$ cat src/rtl/spi_master_pkg.sv
// Shared types for the transmit-only SPI master.
package spi_master_pkg;

  // Frame sequencer states: idle, pre-clock setup, clocked shifting, post-clock hold.
  typedef enum logic [1:0] {
    ST_IDLE  = 2'd0,
    ST_SETUP = 2'd1,
    ST_SHIFT = 2'd2,
    ST_HOLD  = 2'd3
  } spi_state_e;

endpackage

$ cat src/rtl/spi_master_if.sv
// Host-side handshake, configuration, write port and SPI pins of spi_master.
interface spi_master_if #(
  parameter int DATA_WIDTH = 8
);
  logic                  start;
  logic                  busy;
  logic                  sclk;
  logic                  mosi;
  logic                  cs_n;
  logic                  cpol;
  logic                  cpha;
  logic                  fifo_wr_en;
  logic [DATA_WIDTH-1:0] fifo_wr_data;
  logic                  fifo_empty;
  logic                  fifo_full;

  // The SPI master itself.
  modport master (
    input  start, cpol, cpha, fifo_wr_en, fifo_wr_data,
    output busy, sclk, mosi, cs_n, fifo_empty, fifo_full
  );

  // The host / environment driving the master.
  modport slave (
    output start, cpol, cpha, fifo_wr_en, fifo_wr_data,
    input  busy, sclk, mosi, cs_n, fifo_empty, fifo_full
  );
endinterface

$ cat src/rtl/spi_tx_fifo.sv
// Synchronous write FIFO with first-word-fall-through read data and
// registered empty/full flags.
module spi_tx_fifo #(
  parameter int DATA_WIDTH = 8,
  parameter int ADDR_WIDTH = 4
) (
  input  logic                  clk,
  input  logic                  rst,
  input  logic                  wr_en,
  input  logic [DATA_WIDTH-1:0] wr_data,
  input  logic                  rd_en,
  output logic [DATA_WIDTH-1:0] rd_data,
  output logic                  empty,
  output logic                  full
);

  localparam int DEPTH = 1 << ADDR_WIDTH;
  localparam logic [ADDR_WIDTH:0] FULL_COUNT = {1'b1, {ADDR_WIDTH{1'b0}}};

  logic [DATA_WIDTH-1:0] mem [DEPTH];
  logic [ADDR_WIDTH-1:0] wr_ptr;
  logic [ADDR_WIDTH-1:0] rd_ptr;
  logic [ADDR_WIDTH:0]   count;
  logic [ADDR_WIDTH:0]   count_nxt;
  logic                  wr_ok;
  logic                  rd_ok;

  // Pushes into a full FIFO and pops from an empty one are ignored.
  assign wr_ok   = wr_en && !full;
  assign rd_ok   = rd_en && !empty;
  assign rd_data = mem[rd_ptr];

  // Next occupancy; simultaneous push and pop leave it unchanged.
  always_comb begin
    // NOTE: default first so every path assigns count_nxt and no latch is inferred.
    count_nxt = count;
    unique case ({wr_ok, rd_ok})
      2'b10:   count_nxt = count + 1'b1;
      2'b01:   count_nxt = count - 1'b1;
      default: count_nxt = count;
    endcase
  end

  // Storage write.
  always_ff @(posedge clk) begin
    // NOTE: the data array is deliberately not reset; pointers and count define validity.
    if (wr_ok) mem[wr_ptr] <= wr_data;
  end

  // Pointers, occupancy and registered flags; pointers wrap modulo DEPTH.
  always_ff @(posedge clk) begin
    if (rst) begin
      wr_ptr <= '0;
      rd_ptr <= '0;
      count  <= '0;
      empty  <= 1'b1;
      full   <= 1'b0;
    end else begin
      // NOTE: non-blocking assignments so every register sees pre-edge values.
      if (wr_ok) wr_ptr <= wr_ptr + 1'b1;
      if (rd_ok) rd_ptr <= rd_ptr + 1'b1;
      count <= count_nxt;
      empty <= (count_nxt == '0);
      full  <= (count_nxt == FULL_COUNT);
    end
  end

endmodule

$ cat src/rtl/spi_master.sv
// Transmit-only SPI master: queues words in a FIFO and sends all of them
// MSB-first inside one chip-select frame, in any of the four CPOL/CPHA modes.
module spi_master
  import spi_master_pkg::*;
#(
  parameter int DATA_WIDTH = 8,
  parameter int FIFO_DEPTH = 16,
  parameter int ADDR_WIDTH = 4,
  parameter int CLK_DIV    = 2
) (
  input  logic          clk,
  input  logic          rst,
  spi_master_if.master  bus
);

  // The FIFO is sized purely by its pointer width, so the two must agree.
  if (FIFO_DEPTH != (1 << ADDR_WIDTH)) begin : g_bad_depth
    $error("spi_master: FIFO_DEPTH must equal 2**ADDR_WIDTH");
  end

  localparam int                DIV_W     = $clog2(CLK_DIV + 1);
  localparam logic [DIV_W-1:0]  DIV_LAST  = DIV_W'(CLK_DIV - 1);
  localparam int                EDGE_W    = $clog2(2 * DATA_WIDTH);
  localparam logic [EDGE_W-1:0] EDGE_LAST = EDGE_W'(2 * DATA_WIDTH - 1);

  spi_state_e            state;
  logic [DIV_W-1:0]      div_cnt;    // clk cycles within the current SCLK half-period
  logic [EDGE_W-1:0]     edge_cnt;   // SCLK edge index within the current word
  logic [DATA_WIDTH-1:0] shift_reg;  // bits still to be presented, MSB first
  logic                  cpol_q;
  logic                  cpha_q;
  logic                  busy_q;
  logic                  cs_n_q;
  logic                  mosi_q;
  logic                  sclk_q;

  logic                  fifo_rd_en;
  logic [DATA_WIDTH-1:0] fifo_rd_data;
  logic                  fifo_empty;
  logic                  fifo_full;

  logic                  half_done;
  logic                  start_ok;
  logic                  word_done;

  spi_tx_fifo #(
    .DATA_WIDTH (DATA_WIDTH),
    .ADDR_WIDTH (ADDR_WIDTH)
  ) u_fifo (
    .clk     (clk),
    .rst     (rst),
    .wr_en   (bus.fifo_wr_en),
    .wr_data (bus.fifo_wr_data),
    .rd_en   (fifo_rd_en),
    .rd_data (fifo_rd_data),
    .empty   (fifo_empty),
    .full    (fifo_full)
  );

  // A pop happens when a frame starts and when a word ends with more queued.
  assign half_done  = (div_cnt == DIV_LAST);
  assign start_ok   = (state == ST_IDLE) && bus.start && !fifo_empty;
  assign word_done  = (state == ST_SHIFT) && half_done && (edge_cnt == EDGE_LAST);
  assign fifo_rd_en = start_ok || (word_done && !fifo_empty);

  assign bus.busy       = busy_q;
  assign bus.cs_n       = cs_n_q;
  assign bus.mosi       = mosi_q;
  assign bus.sclk       = sclk_q;
  assign bus.fifo_empty = fifo_empty;
  assign bus.fifo_full  = fifo_full;

  // Frame sequencer with SCLK divider, edge counter and shift register.
  always_ff @(posedge clk) begin
    if (rst) begin
      state     <= ST_IDLE;
      div_cnt   <= '0;
      edge_cnt  <= '0;
      shift_reg <= '0;
      cpol_q    <= 1'b0;
      cpha_q    <= 1'b0;
      busy_q    <= 1'b0;
      cs_n_q    <= 1'b1;
      mosi_q    <= 1'b0;
      sclk_q    <= 1'b0;
    end else begin
      unique case (state)
        ST_IDLE: begin
          sclk_q   <= bus.cpol;
          div_cnt  <= '0;
          edge_cnt <= '0;
          if (start_ok) begin
            cpol_q <= bus.cpol;
            cpha_q <= bus.cpha;
            busy_q <= 1'b1;
            cs_n_q <= 1'b0;
            // With cpha=0 the MSB must be valid before the first leading edge.
            if (!bus.cpha) begin
              mosi_q    <= fifo_rd_data[DATA_WIDTH-1];
              shift_reg <= fifo_rd_data << 1;
            end else begin
              mosi_q    <= 1'b0;
              shift_reg <= fifo_rd_data;
            end
            state <= ST_SETUP;
          end
        end

        ST_SETUP: begin
          if (half_done) begin
            div_cnt <= '0;
            state   <= ST_SHIFT;
          end else begin
            div_cnt <= div_cnt + 1'b1;
          end
        end

        ST_SHIFT: begin
          if (!half_done) begin
            div_cnt <= div_cnt + 1'b1;
          end else begin
            div_cnt <= '0;
            sclk_q  <= ~sclk_q;
            if (edge_cnt == EDGE_LAST) begin
              // Final trailing edge: chain the next word or wind the frame down.
              edge_cnt <= '0;
              if (!fifo_empty) begin
                if (!cpha_q) begin
                  mosi_q    <= fifo_rd_data[DATA_WIDTH-1];
                  shift_reg <= fifo_rd_data << 1;
                end else begin
                  shift_reg <= fifo_rd_data;
                end
              end else begin
                state <= ST_HOLD;
              end
            end else begin
              edge_cnt <= edge_cnt + 1'b1;
              // Even edge index = leading edge. cpha=1 drives on leading,
              // cpha=0 drives on trailing edges.
              if (edge_cnt[0] != cpha_q) begin
                mosi_q    <= shift_reg[DATA_WIDTH-1];
                shift_reg <= shift_reg << 1;
              end
            end
          end
        end

        ST_HOLD: begin
          if (half_done) begin
            div_cnt <= '0;
            busy_q  <= 1'b0;
            cs_n_q  <= 1'b1;
            mosi_q  <= 1'b0;
            state   <= ST_IDLE;
          end else begin
            div_cnt <= div_cnt + 1'b1;
          end
        end

        default: state <= ST_IDLE;
      endcase
    end
  end

  // cpol_q is captured for the whole frame; SCLK itself carries the idle level.
  logic unused_cpol;
  assign unused_cpol = cpol_q;

endmodule

$ cat src/flat_wrapper.sv
// flat-port wrapper written by rule: the top's interface ports become plain ports
module spi_master_flat import spi_master_pkg::*;
#(
  parameter int DATA_WIDTH = 8,
  parameter int FIFO_DEPTH = 16,
  parameter int ADDR_WIDTH = 4,
  parameter int CLK_DIV    = 2
)
  (clk, rst, bus_start, bus_cpol, bus_cpha, bus_fifo_wr_en, bus_fifo_wr_data, bus_busy, bus_sclk, bus_mosi, bus_cs_n, bus_fifo_empty, bus_fifo_full);
  spi_master_if #(.DATA_WIDTH(DATA_WIDTH)) bus_i ();
  input  logic clk;
  input  logic rst;
  input wire logic [$bits(bus_i.start)-1:0] bus_start;
  input wire logic [$bits(bus_i.cpol)-1:0] bus_cpol;
  input wire logic [$bits(bus_i.cpha)-1:0] bus_cpha;
  input wire logic [$bits(bus_i.fifo_wr_en)-1:0] bus_fifo_wr_en;
  input wire logic [$bits(bus_i.fifo_wr_data)-1:0] bus_fifo_wr_data;
  output wire logic [$bits(bus_i.busy)-1:0] bus_busy;
  output wire logic [$bits(bus_i.sclk)-1:0] bus_sclk;
  output wire logic [$bits(bus_i.mosi)-1:0] bus_mosi;
  output wire logic [$bits(bus_i.cs_n)-1:0] bus_cs_n;
  output wire logic [$bits(bus_i.fifo_empty)-1:0] bus_fifo_empty;
  output wire logic [$bits(bus_i.fifo_full)-1:0] bus_fifo_full;
  assign bus_i.start = bus_start;
  assign bus_i.cpol = bus_cpol;
  assign bus_i.cpha = bus_cpha;
  assign bus_i.fifo_wr_en = bus_fifo_wr_en;
  assign bus_i.fifo_wr_data = bus_fifo_wr_data;
  assign bus_busy = bus_i.busy;
  assign bus_sclk = bus_i.sclk;
  assign bus_mosi = bus_i.mosi;
  assign bus_cs_n = bus_i.cs_n;
  assign bus_fifo_empty = bus_i.fifo_empty;
  assign bus_fifo_full = bus_i.fifo_full;
  spi_master #(.DATA_WIDTH(DATA_WIDTH), .FIFO_DEPTH(FIFO_DEPTH), .ADDR_WIDTH(ADDR_WIDTH), .CLK_DIV(CLK_DIV)) u_core (.clk(clk), .rst(rst), .bus(bus_i));
endmodule
$ cat config.mk
export PLATFORM = sky130hd
export DESIGN_NAME = spi_master_flat
export DESIGN_NICKNAME = d
export VERILOG_FILES = /design/src/rtl/spi_master_pkg.sv /design/src/rtl/spi_master_if.sv /design/src/rtl/spi_tx_fifo.sv /design/src/rtl/spi_master.sv /design/src/flat_wrapper.sv
export SDC_FILE = /design/constraint.sdc
export NUM_CORES = 1
export LEC_CHECK = 0
export ABC_AREA = 1
export BUFFER_PORTS_ARGS = -buffer_cell sky130_fd_sc_hd__buf_4
export CELL_PAD_IN_SITES_DETAIL_PLACEMENT = 0
export CELL_PAD_IN_SITES_GLOBAL_PLACEMENT = 1
export CORE_AREA = 5 5 123 154
export CTS_CLUSTER_DIAMETER = 80
export DETAILED_ROUTE_END_ITERATION = 6
export DIE_AREA = 0 0 128 159
export HOLD_SLACK_MARGIN = 0.12
export PLACE_DENSITY = 0.75
export SKIP_CTS_REPAIR_TIMING = 1
export SYNTH_ARGS = -nofsm -noshare
export SYNTH_HDL_FRONTEND = slang
export SYNTH_SLANG_ARGS = --single-unit
export TNS_END_PERCENT = 10
$ cat constraint.sdc
create_clock -name clk -period 8.35 [get_ports clk]
set_clock_uncertainty 0.2 [all_clocks]
set_input_delay 0.835 -clock clk [delete_from_list [all_inputs] [get_ports clk]]
set_output_delay 0.835 -clock clk [all_outputs]
set_load 0.02 [all_outputs]
==> results of run 1 <==
-- logic make-up (layout without fill, tap and decap cells) --
group,count (synthesis),after routing,share of synthesized area
compound gates,63,63,0.0517
xor+xnor,4,4,0.00463
fa+ha+maj,15,15,0.0248
buf+inv,118,143,0.0692
flops,168,168,0.613
mux,2,2,0.00281
simple gates,412,412,0.234
-- final cells by class --
cell class,count,area share
Tap cell,224,0.0333
Timing Repair Buffer,22,0.0196
Clock inverter,7,0.00818
Multi-Input combinational cell,496,0.286
Sequential cell,168,0.552
Clock buffer,25,0.0603
Inverter,89,0.0400
-- synth_stat cells (3+ instances only) --
library cell	number
inv_2	4
o21ai_0	22
nand3_1	90
nor2_1	76
inv_1	83
or2_2	8
xor2_1	3
nand2_1	216
nor3_1	4
ha_1	15
buf_6	6
buf_2	12
dfxtp_1	40
o21a_1	9
clkbuf_1	4
a21oi_1	23
edfxtp_1	128
buf_4	5
or2_1	4
-- where the power goes --
part / switching (mW) / total, mW / internal (mW)
clock network: 0.305 / 0.756 / 0.451
registers: 0.0439 / 1.01 / 0.964
logic: 0.414 / 0.624 / 0.211
-- per-layer routing --
metal,GRT usage,vias up
met5,0,-
met4,0.0796,0
met3,0.0352,44
met2,0.288,124
met1,0.194,2444
li1,-,2597
-- worst max-delay path by stage --
stage	start	slack [ns]	endpoint	depth (start not counted)
final	u_core.state[0]$_SDFFE_PP0P_	5.03	u_core.u_fifo.full$_SDFF_PP0_	14
after global routing	u_core.state[0]$_SDFFE_PP0P_	4.71	u_core.u_fifo.empty$_SDFF_PP1_	16
after CTS	u_core.state[0]$_SDFFE_PP0P_	5.01	u_core.u_fifo.full$_SDFF_PP0_	14
after detailed placement	u_core.state[0]$_SDFFE_PP0P_	5.05	u_core.u_fifo.full$_SDFF_PP0_	14
after global placement	u_core.state[0]$_SDFFE_PP0P_	5.20	u_core.u_fifo.empty$_SDFF_PP1_	16
after floorplan	u_core.state[0]$_SDFFE_PP0P_	5.60	u_core.u_fifo.empty$_SDFF_PP1_	17
==> flow_summary_export.csv, run 1 <==
group,metric,value,unit
outcome,status,"finished clean",
placement,placedCellCount,999,
global_routing,grt_pass1_vias,5304,
timing,setup_tns,0,ns
placement,post-dp-hpwl,10500,um
timing,finalCritPeriodShare,0.398,
job,cap_violations,0,
cts,cts_root_buffer,"clkbuf_16",
synthesis,yosysTopAreaCell,"edfxtp_1",
routing,avgViaCountPerCell,5.05,
synthesis,synth-edff-count,128,
timing,fin_ws,5.03,ns
synthesis,yosysSeqAreaShare,0.613,
placement,io_buffers,19,
die,num_rows,54,
global_routing,grt_pass1_wl,26300,um
synthesis,synth.net_count,811,
timing,maxSlewViolCount,0,
critical_path,critPathLaunchType,"register",
final_layout,final_cell_mix,"nand2_1 (216), edfxtp_1 (128), nand3_1 (90)",
timing,rsz0062_at_grt,"false",
routing,drtIter0Drc,412,
die,die-area,0.0204,mm2
synthesis,ys_types,44,
timing,slew_headroom,0.350,
cts,htree_levels,4,
global_routing,overflow,0,
final_layout,layout_commonest_cell,"nand2_1",
cts,cts_buffers,17,
synthesis,async_flop_share,0,
critical_path,critical_path.top_delay_family,"adder cells",
critical_path,crit_chain,"inv_1, ha_1, nand2_2, o31ai_4, ha_1, xor2_1, ha_1, a21oi_1, nor2_1, nand3b_1, o21ai_0, nor2_1, nand3_1, nor2_1",
placement,place_ws,5.05,ns
final_layout,fillers,1592,
die,die_w,128,um
critical_path,worstPathRequired,8.51,ns
cts,cts_tree,"done",
power,power.total,2.39,mW
power,cellPowerDensity,284,mW/mm2
global_routing,grt_max_degree,75,
routing,drc,0,
final_layout,finalNonFillerCells,1031,
power,peakVddDrop,131,uV
final_layout,final_net_count,823,
critical_path,critical_path_class,"register to register",
critical_path,r2r_start,"u_core.state[0]$_SDFFE_PP0P_",
routing,top_layer,"met4",
timing,finalHoldViolations,0,
final_layout,syn2layout_area_growth,11.0,%
final_layout,diodes,0,
die,initial_core_util,0.438,
synthesis,synthFlopType,"edfxtp_1",
die,pin_count,20,
hold_path,min_from,"u_core.div_cnt[0]$_SDFF_PP0_",
placement,dpl-instance-area,0.00783,mm2
critical_path,crit_slowest_cell,"o31ai_4",
cts,clock-sinks,168,
synthesis,yosys.area.top_type_share,0.507,
timing,finalSetupViolations,0,
critical_path,critPathArrivalTime,3.48,ns
critical_path,r2r_cells,14,
synthesis,synth_area,0.00757,mm2
routing,totalWireLength,16300,um
critical_path,endpoint_kind,"register",
synthesis,postSynthAreaPerCell,9.69,um2
synthesis,ys_ff_latch,168,
synthesis,netlist_instances,782,
critical_path,reg2reg_setup_slack,5.03,ns
power,power.leakage,3.44,nW
routing,met3WireLength,732,um
final_layout,final_core_util,0.486,
die,die_h,159,um
final_layout,multiInputGateArea,0.00241,mm2
timing,tightest_slew,0.975,ns
routing,vias,5209,
routing,met2_length,8420,um
hold_path,whs_path_depth,1,
critical_path,timing.rr.end,"u_core.u_fifo.full$_SDFF_PP0_",
hold_path,hp-class,"register to register",
timing,max_clock_freq,0.301,GHz
die,core_area,0.0173,mm2
final_layout,largest_reg_flops,128,
routing,wl_per_cell,15.8,um
synthesis,yosys_warnings,0,
final_layout,finalInstanceArea,0.00841,mm2
cts,clk_latency,0.43,ns
critical_path,path_max_fanout,10,
global_routing,grt_antenna_before_repair,0,
routing,final_antenna_net_count,0,
placement,gp_congestion,0.796,
cts,path_clk_slew,0.06,ns
timing,fin_crit,3.32,ns
timing,holdWs,0.242,ns
cts,cts_max_path_buffers,2,
critical_path,slowest_delay,0.46,ns
global_routing,grt_util_all_layers,0.166,
synthesis,ys_top_cells_by_area,"edfxtp_1 (51%), nand2_1 (11%), dfxtp_1 (11%)",
critical_path,crit_buf_inv,1,
hold_path,whs_endpoint,"u_core.div_cnt[0]$_SDFF_PP0_",
routing,firstDrtPassIters,5,
routing,met1Wirelength,6600,um
final_layout,seq_area,0.00465,mm2
final_layout,drive_above_1_share,0.0979,
No activity file was read; power rests on OpenSTA's default activity.
==> run 2, diff against run 1 <==
- clock period: 8.35 -> 3.1 ns (I/O delays scaled with it)
==> run 2 against run 1 <==
Critical path type unchanged. Critical endpoint is now u_core.u_fifo.empty$_SDFF_PP1_. Register-to-register slack got worse by 4.7 ns. Largest power group unchanged. Fmax increased by 21%. Hold slack worse by 0.15 ns.
==> flow_summary_export.csv, run 2 (synthesized netlist as in run 1, its figures left out) <==
group,metric,value,unit
outcome,status,"finished clean",
die,die_h,159,um
die,num_rows,54,
hold_path,whs_path_depth,5,
cts,htree_levels,4,
die,initial_core_util,0.438,
power,peakVddDrop,402,uV
cts,cts_buffers,17,
die,pin_count,20,
routing,wl_per_cell,15.6,um
timing,max_clock_freq,0.365,GHz
routing,drc,0,
final_layout,drive_above_1_share,0.113,
power,power_frac_comb,0.270,
cts,cts_root_buffer,"clkbuf_16",
routing,avgViaCountPerCell,5.00,
timing,rsz0062_at_grt,"false",
placement,place_ws,0.335,ns
timing,fin_crit,2.74,ns
critical_path,r2r_cells,15,
placement,gp_congestion,0.838,
cts,cts_tree,"done",
critical_path,cp-endpoint,"u_core.u_fifo.empty$_SDFF_PP1_",
critical_path,timing.rr.end,"u_core.u_fifo.empty$_SDFF_PP1_",
timing,maxSlewViolCount,0,
power,power.share.clock,0.306,
critical_path,crit_slowest_cell,"dfxtp_1",
final_layout,final_cell_mix,"nand2_1 (216), edfxtp_1 (128), nand3_1 (90)",
critical_path,endpoint_kind,"register",
final_layout,syn2layout_area_growth,13.5,%
power,switchingPower,2.11,mW
cts,path_clk_slew,0.06,ns
critical_path,cp.depth,15,
critical_path,slowest_delay,0.34,ns
global_routing,grt_max_degree,74,
critical_path,crit_buf_inv,1,
critical_path,path_max_fanout,6,
cts,clock-sinks,168,
placement,io_buffers,19,
global_routing,grt_antenna_before_repair,0,
job,cap_violations,0,
final_layout,largest_reg_flops,128,
die,die_w,128,um
power,seqPwrFrac,0.424,
critical_path,worstPathRequired,3.21,ns
global_routing,overflow,0,
die,core_area,0.0173,mm2
critical_path,critPathArrivalTime,2.85,ns
hold_path,hp-class,"input port to register",
cts,clk_latency,0.42,ns
timing,tightest_slew,0.933,ns
final_layout,layout_commonest_cell,"nand2_1",
power,power.internal,4.30,mW
routing,final_antenna_net_count,0,
timing,finalCritPeriodShare,0.883,
critical_path,reg2reg_setup_slack,0.36,ns
final_layout,diodes,0,
routing,vias,5274,
routing,drtIter0Drc,306,
global_routing,grt_util_all_layers,0.169,
timing,setup_tns,0,ns
timing,slew_headroom,0.376,
global_routing,grt_pass1_wl,26600,um
routing,totalWireLength,16500,um
timing,finalHoldViolations,0,
critical_path,crit_chain,"ha_1, nand2_2, o31ai_4, ha_2, xor2_1, ha_1, a21oi_1, nor2_1, nand3_1, nand3_1, nand2_1, nand2_1, inv_1, nand3_1, nand2_1",
cts,cts_max_path_buffers,2,
global_routing,grt_pass1_vias,5177,
critical_path,startpoint,"u_core.div_cnt[0]$_SDFF_PP0_",
critical_path,critical_path_class,"register to register",
timing,finalSetupViolations,0,
placement,post-dp-hpwl,10900,um
power,sw_frac_of_total,0.329,
final_layout,final_net_count,847,
power,power.leakage,3.52,nW
die,die-area,0.0204,mm2
routing,firstDrtPassIters,5,
timing,fin_ws,0.362,ns
critical_path,critical_path.top_delay_family,"simple AND/OR/NAND/NOR gates",
power,cellPowerDensity,745,mW/mm2
critical_path,r2r_start,"u_core.div_cnt[0]$_SDFF_PP0_",
critical_path,critPathLaunchType,"register",
final_layout,fillers,1629,
==> run 2: changes by cell type in the layout (fill, tap and decap cells not counted), sizes merged <==
cell	delta
dlygate4sd3	+12
clkbuf	-8
buf	+12
clkinvlp	+4
clkinv	+1
inv	+3
==> run 2: area by class of cell <==
cell class / instances / area [um2] / area share
clock buffers: 17 / 425 / 0.0495
clock inverters: 15 / 128 / 0.0148
inverters: 89 / 337 / 0.0391
multi-input cells: 496 / 2410 / 0.280
flip-flops and latches: 168 / 4650 / 0.540
well taps: 224 / 280 / 0.0326
repair buffers: 46 / 375 / 0.0436
==> run 2: worst min-delay path: cells and delay by family <==
kind | cells | cell delay [ns]
buffers and inverters | 2 | 0.16
and+or+nand+nor | 3 | 0.19
==> run 2: layer usage <==
layer | global-route usage | wire length [um] | part of all wire | vias up
li1 | - | - | - | 2645
met1 | 0.202 | 6660 | 0.40 | 2505
met2 | 0.301 | 8860 | 0.54 | 100
met3 | 0.0302 | 643 | 0.039 | 24
met4 | 0.0642 | 337 | 0.020 | 0
met5 | 0 | 0 | 0 | -
==> run 2: worst min-delay path by stage <==
stage | startpoint | to | slack, ns
detailed placement | u_core.div_cnt[0]$_SDFF_PP0_ | u_core.div_cnt[0]$_SDFF_PP0_ | 0.22
CTS | bus_cpol | u_core.bus.sclk$_SDFFE_PP0P_ | -0.03
global placement | u_core.div_cnt[0]$_SDFF_PP0_ | u_core.div_cnt[0]$_SDFF_PP0_ | 0.21
floorplan | u_core.div_cnt[0]$_SDFF_PP0_ | u_core.div_cnt[0]$_SDFF_PP0_ | 0.20
finish | bus_fifo_wr_en | u_core.u_fifo.wr_ptr[0]$_SDFFE_PP0P_ | 0.09
global route | bus_fifo_wr_en | u_core.u_fifo.wr_ptr[0]$_SDFFE_PP0P_ | 0.17
==> run 2: power groups by stage <==
stage	logic (mW)	clock network, mW	registers, mW
6_report	1.73	1.96	2.72
5_1_grt	1.97	2.10	2.74
4_1_cts	1.73	2.00	2.72
3_5_place_dp	1.73	0	2.76
3_3_place_gp	1.68	0	2.75
2_1_floorplan	1.28	0	2.78
==> run 2: stage by stage <==
step           cells  area (um2)  hold WS, ns  power, mW   util
6_report        1055        8600       0.0883       6.41  0.497
5_1_grt         1055        8600        0.166       6.81  0.497
4_1_cts         1043        8480      -0.0250       6.45  0.490
3_5_place_dp    1011        7920        0.225       4.49  0.458
3_3_place_gp    1011        7920        0.207       4.44  0.458
2_1_floorplan    782        7570        0.197       4.05      -
